==> src/rtl/clk_cmp_pkg.sv <==
// Shared definitions for the compare-timer bank.
//   cmp_state_e   : per-channel FSM encoding (IDLE / ARMED / EXPIRED)
//   MODE_*        : values of the per-channel mode bit
//   CNT_W_DEFAULT : default timebase width
package clk_cmp_pkg;

  localparam int CNT_W_DEFAULT = 32;

  localparam logic MODE_ONESHOT  = 1'b0;
  localparam logic MODE_PERIODIC = 1'b1;

  typedef enum logic [1:0] {
    ST_IDLE    = 2'd0,
    ST_ARMED   = 2'd1,
    ST_EXPIRED = 2'd2
  } cmp_state_e;

endpackage

==> src/rtl/clk_cmp_channel.sv <==
// One compare channel: FSM, target register, wrap-safe compare,
// sticky pending flag and one-shot done flag.
// Ports:
//   clk, rst (async, active-low)
//   count    : shared timebase
//   en       : level enable; low returns the channel to IDLE
//   mode     : 0 one-shot, 1 periodic
//   limit    : interval
//   clr      : one-cycle pending clear (a simultaneous fire wins)
//   int_pend : sticky pending flag
//   done     : one-shot expired flag
module clk_cmp_channel
  import clk_cmp_pkg::*;
#(
  parameter int CNT_W = CNT_W_DEFAULT
) (
  input  logic             clk,
  input  logic             rst,
  input  logic [CNT_W-1:0] count,
  input  logic             en,
  input  logic             mode,
  input  logic [CNT_W-1:0] limit,
  input  logic             clr,
  output logic             int_pend,
  output logic             done
);

  cmp_state_e       state_q, state_d;
  logic [CNT_W-1:0] target_q, target_d;
  logic             pend_q, pend_d;
  logic             done_q, done_d;
  logic [CNT_W-1:0] diff;
  logic             reached;

  // Wrap-safe "count has reached target": the modular distance is
  // non-negative when read as a signed value. Valid for intervals
  // below half the timebase range.
  assign diff    = count - target_q;
  assign reached = ~diff[CNT_W-1];

  always_comb begin
    state_d  = state_q;
    target_d = target_q;
    pend_d   = pend_q;
    done_d   = done_q;

    // Clear first so a fire in the same cycle overrides it.
    if (clr) pend_d = 1'b0;

    if (!en) begin
      state_d = ST_IDLE;
      pend_d  = 1'b0;
      done_d  = 1'b0;
    end else begin
      unique case (state_q)
        ST_IDLE: begin
          target_d = count + limit;
          state_d  = ST_ARMED;
        end
        ST_ARMED: begin
          if (reached) begin
            pend_d = 1'b1;
            if (mode == MODE_PERIODIC) begin
              // Advance from the old target so the period never drifts;
              // missed periods are caught up one limit per cycle.
              target_d = target_q + limit;
            end else begin
              state_d = ST_EXPIRED;
              done_d  = 1'b1;
            end
          end
        end
        ST_EXPIRED: done_d = 1'b1;
        default:    state_d = ST_IDLE;
      endcase
    end
  end

  always_ff @(posedge clk or negedge rst) begin
    if (!rst) begin
      state_q  <= ST_IDLE;
      target_q <= '0;
      pend_q   <= 1'b0;
      done_q   <= 1'b0;
    end else begin
      state_q  <= state_d;
      target_q <= target_d;
      pend_q   <= pend_d;
      done_q   <= done_d;
    end
  end

  assign int_pend = pend_q;
  assign done     = done_q;

endmodule

==> src/rtl/clk_compare_bank.sv <==
// Multi-channel compare-timer bank on a shared free-running timebase.
// Ports:
//   clk, rst (async, active-low)
//   count    [CNT_W]      : shared timebase
//   en, mode, clr, int_mask [N_CH] : per-channel controls
//   limit    [N_CH*CNT_W] : channel i in limit[i*CNT_W +: CNT_W]
//   int_pend, done [N_CH] : per-channel status
//   irq                   : registered OR of int_pend & int_mask
module clk_compare_bank
  import clk_cmp_pkg::*;
#(
  parameter int N_CH  = 4,
  parameter int CNT_W = CNT_W_DEFAULT
) (
  input  logic                  clk,
  input  logic                  rst,
  input  logic [CNT_W-1:0]      count,
  input  logic [N_CH-1:0]       en,
  input  logic [N_CH-1:0]       mode,
  input  logic [N_CH*CNT_W-1:0] limit,
  input  logic [N_CH-1:0]       clr,
  input  logic [N_CH-1:0]       int_mask,
  output logic [N_CH-1:0]       int_pend,
  output logic [N_CH-1:0]       done,
  output logic                  irq
);

  logic irq_q, irq_d;

  for (genvar i = 0; i < N_CH; i++) begin : g_ch
    clk_cmp_channel #(.CNT_W(CNT_W)) u_ch (
      .clk      (clk),
      .rst      (rst),
      .count    (count),
      .en       (en[i]),
      .mode     (mode[i]),
      .limit    (limit[i*CNT_W +: CNT_W]),
      .clr      (clr[i]),
      .int_pend (int_pend[i]),
      .done     (done[i])
    );
  end

  always_comb begin
    irq_d = |(int_pend & int_mask);
  end

  always_ff @(posedge clk or negedge rst) begin
    if (!rst) irq_q <= 1'b0;
    else      irq_q <= irq_d;
  end

  assign irq = irq_q;

endmodule

==> config.mk <==
export PLATFORM = sky130hd
export DESIGN_NAME = clk_compare_bank
export DESIGN_NICKNAME = d
export VERILOG_FILES = /design/src/rtl/clk_cmp_pkg.sv /design/src/rtl/clk_cmp_channel.sv /design/src/rtl/clk_compare_bank.sv
export SDC_FILE = /design/constraint.sdc
export NUM_CORES = 1
export LEC_CHECK = 0
export BUFFER_PORTS_ARGS = -buffer_cell sky130_fd_sc_hd__buf_4
export CORE_ASPECT_RATIO = 0.8
export CORE_UTILIZATION = 60
export CTS_CLUSTER_DIAMETER = 30
export CTS_CLUSTER_SIZE = 24
export DETAILED_ROUTE_END_ITERATION = 10
export PLACE_DENSITY = 0.82
export SLEW_MARGIN = 20
export SYNTH_ARGS = -nofsm -noshare
export SYNTH_HDL_FRONTEND = slang
export SYNTH_SLANG_ARGS = --single-unit
==> constraint.sdc <==
create_clock -name clk -period 5 [get_ports clk]
set_clock_uncertainty 0.05 [all_clocks]
set_input_delay 0.25 -clock clk [delete_from_list [all_inputs] [get_ports clk]]
set_output_delay 0.25 -clock clk [all_outputs]
set_load 0.1 [all_outputs]
## Yosys cells after proc, flatten, opt, wreduce, memory -nomap -nowiden

Index checks and enable logic that the tools add are counted.

| word-level totals | value |
|---|---|
| flip-flop bits (word level) | 145 |
| output and inout port bits | 9 |
| input port bits | 178 |
| word-level logic and storage cells | 143 |

| operators by class | value |
|---|---|
| equality and inequality tests | 32 |
| add/subtract/negate cells | 12 |
| reduce and logical (&&, ||, !) cells | 21 |
| bitwise logic cells | 1 |
| multiplexer cells | 60 |

Operators with widths:

| operator | count |
|---|---|
| 32-bit adder | 8 |
| 32-bit two-way mux | 8 |
| 32-bit one-hot mux with 2 select lines | 4 |
| 32-bit subtractor | 4 |
| 1-bit two-way mux | 28 |
| 2-bit two-way mux | 12 |
| 2-bit inequality test, second input constant | 12 |
| 3-bit inequality test, second input constant | 8 |
| 2-bit one-hot mux with 3 select lines | 4 |
| 3-bit AND reduction | 8 |
| 4-bit AND reduction | 4 |
| 3-bit by 1-bit inequality test with 1-bit output, second input constant | 4 |
| 2-bit by 1-bit equality test with 1-bit output, second input constant | 4 |
| 2-bit equality test, second input constant | 4 |
| 2-bit logical NOT | 4 |
| 1-bit one-hot mux with 2 select lines | 4 |
| 2-bit nonzero test | 4 |
| 4-bit bitwise AND | 1 |
| 4-bit OR reduction | 1 |

## Longest topological paths before layout

| depth | value |
|---|---|
| depth after elaboration | 4 |
| mapped depth | 19 |
| gate-level depth less buffers | 18 |

## Modules after synthesis

A second synthesis with hierarchy kept.

| unflattened totals | value |
|---|---|
| cells, all modules | 2106 |
| area, all modules | 16883.7 sq um |

Modules (own cells, without submodules):

| module | sequential area each (sq um) | cells each | area an instance (sq um) | times used |
|---|---|---|---|---|
| clk_cmp_channel (g_ch[0].u_ch) | 900.9 | 556 | 4321.6 | 1 |
| clk_cmp_channel (g_ch[2].u_ch) | 900.9 | 516 | 4279.1 | 1 |
| clk_cmp_channel (g_ch[1].u_ch) | 900.9 | 542 | 4145.2 | 1 |
| clk_cmp_channel (g_ch[3].u_ch) | 900.9 | 488 | 4093.9 | 1 |
| clk_compare_bank | 25.0 | 4 | 43.8 | 1 |

## Worst setup path after synthesis

Ideal clock, no wire load.

| timing | value |
|---|---|
| kind | reg2reg |
| from | reg g_ch[2].u_ch.state_q[0] |
| to | reg g_ch[2].u_ch.target_q[28] |
| slack | 762 ps |
| required time | 4846 ps |
| period minus slack after synthesis | 4238 ps |
| buffers on the path | 2 |
| library setup time | 104 ps |
| arrival time | 4084 ps |
| stages on the path, launching flop included | 19 |
| cell sequence | dfrtp_1 > nor2b_1 > clkbuf_1 > clkbuf_1 > mux2_2 > ha_1 > inv_1 > fa_1 > nor2b_1 > o21ai_1 > a21boi_1 > o221ai_1 > a211oi_1 > a2111o_1 > a221oi_2 > o31ai_2 > a41oi_2 > mux2_2 > o311ai_1 |

| between the ends | value |
|---|---|
| longest elaborated chain between the ends | 3 |
| elaborated cells between the ends (all ways) | 7 |
| those cells by class | 3 x eq/ne; 1 x mux; 3 x reduce/logical |

Ends and longest elaborated chain:

| item | RTL line | RTL |
|---|---|---|
| from (decl) | clk_cmp_channel.sv:28 | `cmp_state_e state_q, state_d;` |
| from (signal assigned) | clk_cmp_channel.sv:86 | `state_q <= state_d;` |
| 2-bit by 1-bit equality test with 1-bit output or 2-bit logical NOT (tied branches) | clk_cmp_channel.sv:55 | `unique case (state_q)` |
| 2-bit inequality test (no source line) or 2-bit nonzero test (tied branches) | -- |  |
| 4-bit AND reduction (no source line) | -- |  |
| to (signal assigned) | clk_cmp_channel.sv:87 | `target_q <= target_d;` |
| to (decl) | clk_cmp_channel.sv:29 | `logic [CNT_W-1:0] target_q, target_d;` |

Parallel ways exist; a longest one is shown, timed or not.
A chain may end at the register's enable or synchronous reset.

## Worst setup path in the final report

| timing | value |
|---|---|
| from | reg g_ch[2].u_ch.state_q[0] |
| to | reg g_ch[2].u_ch.target_q[31] |

The elaborated chain is that of the path after synthesis.

==> load_flow_metrics.sql <==
INSERT INTO impl_metrics (metric_group, metric, value, unit) VALUES
('outcome', 'result_of_the_run', 'completed', ''),
('floorplan', 'die_width', '184', 'microns'),
('timing', 'final.hold.worst_slack', '0.0188', 'ns'),
('synthesis', 'post_synth_main_area_contributors', 'dfrtp_1 (23%), ha_1 (19%), mux2_2 (7.3%)', ''),
('synthesis', 'post_synth.cell_area_avg', '8.47', 'sq um'),
('timing', 'hold_violations', '0', ''),
('floorplan', 'design.core.area', '26200', 'sq um'),
('floorplan', 'initial_util', '61.0', '%'),
('worst_hold_path', 'worstHoldPathCells', '3', ''),
('power', 'netSwitchingFraction', '47.4', '%'),
('timing', 'clock.fmax', '0.222', 'GHz'),
('power', 'max-vdd-ir-drop', '0.335', 'mV'),
('critical_path', 'reg2reg_setup_slack', '0.50', 'ns'),
('global_routing', 'grt.overflow.total', '0', ''),
('place', 'hpwl', '34.1', 'mm'),
('timing', 'period_minus_slack', '4.50', 'ns'),
('floorplan', 'fp.dieH', '148', 'microns'),
('route', 'vias_per_cell', '5.89', ''),
('synthesis', 'ys_ff_latch', '145', ''),
('timing', 'setup-tns-final', '0', 'ns'),
('route', 'finalWirelength', '42.5', 'mm'),
('critical_path', 'critical_path.slowest_cell', 'dfrtp_1', ''),
('cts', 'cts_buffer_depth', '2', ''),
('finish', 'drive_gt1_share', '18.0', '%'),
('worst_hold_path', 'timing.hold.worst.start', 'int_mask[3]', ''),
('critical_path', 'cp_slowest_stage_delay', '0.46', 'ns'),
('synthesis', 'number_of_warnings_reported_in_the_yosys_synthesis_log', '0', ''),
('cts', 'clk-insertion-delay-late', '0.43', 'ns'),
('cts', 'clock-sinks', '145', ''),
('timing', 'setup_violations', '0', ''),
('place', 'port-buffer-count', '186', ''),
('power', 'p_comb_share', '68.9', '%'),
('route', 'drt_pre_antenna_iters', '5', ''),
('place', 'gp_congestion', '0.959', ''),
('critical_path', 'cp_top_family', 'compound AO/OA/AOI/OAI gates', ''),
('synthesis', 'synthesis.nets', '2311', ''),
('synthesis', 'synth.yosys.seq_area_share', '22.7', '%'),
('timing', 'worst_pin_slew', '0.980', 'ns'),
('synthesis', 'yosys.area.top_type', 'dfrtp_1', ''),
('global_routing', 'grt_antenna_before_repair', '0', ''),
('critical_path', 'setup.worst_path.class', 'reg -> reg', ''),
('synthesis', 'dominantRegCellSynth', 'dfrtp_1', ''),
('floorplan', 'design.die.area', '27300', 'sq um'),
('timing', 'final.period_utilization', '89.9', '%'),
('timing', 'grt_setup_unrepaired', 'false', ''),
('critical_path', 'r2r_end', 'g_ch[2].u_ch.target_q[31]', ''),
('global_routing', 'first_global_vias', '13800', ''),
('timing', 'maxSlewHeadroom', '34.7', '%'),
('synthesis', 'synthArstFlopShare', '100', '%'),
('power', 'p_switching', '0.00525', 'W'),
('worst_hold_path', 'hold_crit_class', 'in -> reg', ''),
('critical_path', 'critical_path.endpoint_type', 'flop', ''),
('synthesis', 'post_synth_num_cell_types', '75', ''),
('route', 'dr_total_vias', '14300', ''),
('cts', 'clock_tree_from_tritoncts', 'done', ''),
('power', 'clock_power_share', '11.8', '%'),
('cts', 'tritoncts.num_buffers', '17', ''),
('global_routing', 'grt_use_total', '31.7', '%'),
('route', 'initialDrtViolationCount', '1016', ''),
('finish', 'antenna-diode-count', '0', ''),
('critical_path', 'crit_path_cell_trace', 'nor2b_2, buf_4, buf_4, mux2_2, ha_1, nand4_1, a211oi_2, a221oi_4, a2111oi_4, o221ai_4, o31ai_4, a311oi_2, xor2_1, nor2b_1, a21oi_1, o2111ai_1', ''),
('finish', 'final_design_area_no_fill', '18400', 'sq um'),
('critical_path', 'critical_path.startpoint', 'g_ch[2].u_ch.state_q[0]', ''),
('synthesis', 'synth_top_area_share', '22.7', '%'),
('critical_path', 'timing.critical_path.mode_cell', 'buf_4', ''),
('critical_path', 'r2r_cells', '16', ''),
('synthesis', 'synth.top_cells.by_count', 'ha_1 (244), nand2_1 (181), inv_1 (169)', ''),
('synthesis', 'post-synth-top-count-cell', 'ha_1', ''),
('synthesis', 'netlist_area', '16000', 'sq um'),
('finish', 'filler_cell_count', '2096', ''),
('cts', 'cts-htree-levels', '4', '');
sequential cells by signal, summed over array words and instances, names as in the netlist:
name / flops
g_ch.u_ch.target_q: 128
g_ch.u_ch.state_q: 8
g_ch.u_ch.done: 4
g_ch.u_ch.int_pend: 4
irq: 1
per-layer routing:
metal,share of wire [%],vias to the layer above,GRT usage [%]
met3,6.9,69,5.79
met5,0,-,0
met2,44,488,49.9
met1,47,6612,44.0
met4,2.5,0,10.0
li1,-,7110,-
tightest hold or removal path, delay by kind of cell:
kind	cells	cell delay, ns
compound gates	1	0.07
simple gates	1	0.07
buf+inv	1	0.08
power groups by stage:
stage / logic [W] / registers (W) / clock network (W)
2_1_floorplan: 0.00590 / 0.00204 / 0
3_3_place_gp: 0.00720 / 0.00212 / 0
3_5_place_dp: 0.00747 / 0.00215 / 0
4_1_cts: 0.00755 / 0.00213 / 0.00131
5_1_grt: 0.00851 / 0.00221 / 0.00136
6_report: 0.00763 / 0.00214 / 0.00131
cell type report:
cell class	instances	area (sq um)	share of cell area, %
multi-input combinational	1512	11500	62.5
sequential	145	3630	19.7
timing repair buffer	208	1590	8.63
inverter	169	634	3.45
tap	357	447	2.43
clock buffer	18	439	2.39
clock inverter	14	154	0.838
what timing repair did:
action / CTS / global route
endpoints found under the hold margin: 98 / 0
hold buffers: 3 / 0
resized for setup: 0 / 0
layout by cell type (no fill, tap or decap), drive strengths merged, types with 28 or more instances in the layout:
cell type,Yosys,final
a21o,107,107
buf,23,205
nand2,181,181
dfrtp,145,145
o21ai,166,166
xor2,55,55
nor2b,32,32
o21a,31,31
mux2,105,105
inv,169,172
a21oi,133,133
mux2i,28,28
ha,244,244
xnor2,62,62
nor2,81,81
nand4,29,29
worst max path at each step:
stage / endpoint / slack, ns / cells past startpoint
detailed placement: g_ch[2].u_ch.target_q[28] / 0.62 / 17
global route: g_ch[2].u_ch.target_q[31] / 0.22 / 16
floorplan: g_ch[2].u_ch.target_q[28] / 0.76 / 18
finish: g_ch[2].u_ch.target_q[31] / 0.50 / 16
CTS: g_ch[2].u_ch.target_q[31] / 0.48 / 16
global placement: g_ch[2].u_ch.target_q[31] / 0.79 / 16
kinds of logic after synthesis:
group	synth area share, %
mux	9.16
xor+xnor	6.41
compound gates	23.7
flops	22.7
buf+inv	5.64
fa+ha+maj	19.6
simple gates	12.8
stage by stage:
| stage | utilization [%] | std cells | setup WS, ns |
|---|---|---|---|
| after floorplan | - | 1885 | 0.762 |
| after CTS | 70.1 | 2423 | 0.484 |
| after detailed placement | 67.8 | 2388 | 0.623 |
| after global placement | 67.8 | 2388 | 0.792 |
| after global routing | 70.1 | 2423 | 0.216 |
| final | 70.1 | 2423 | 0.504 |
(Power assumes the default switching activity.)
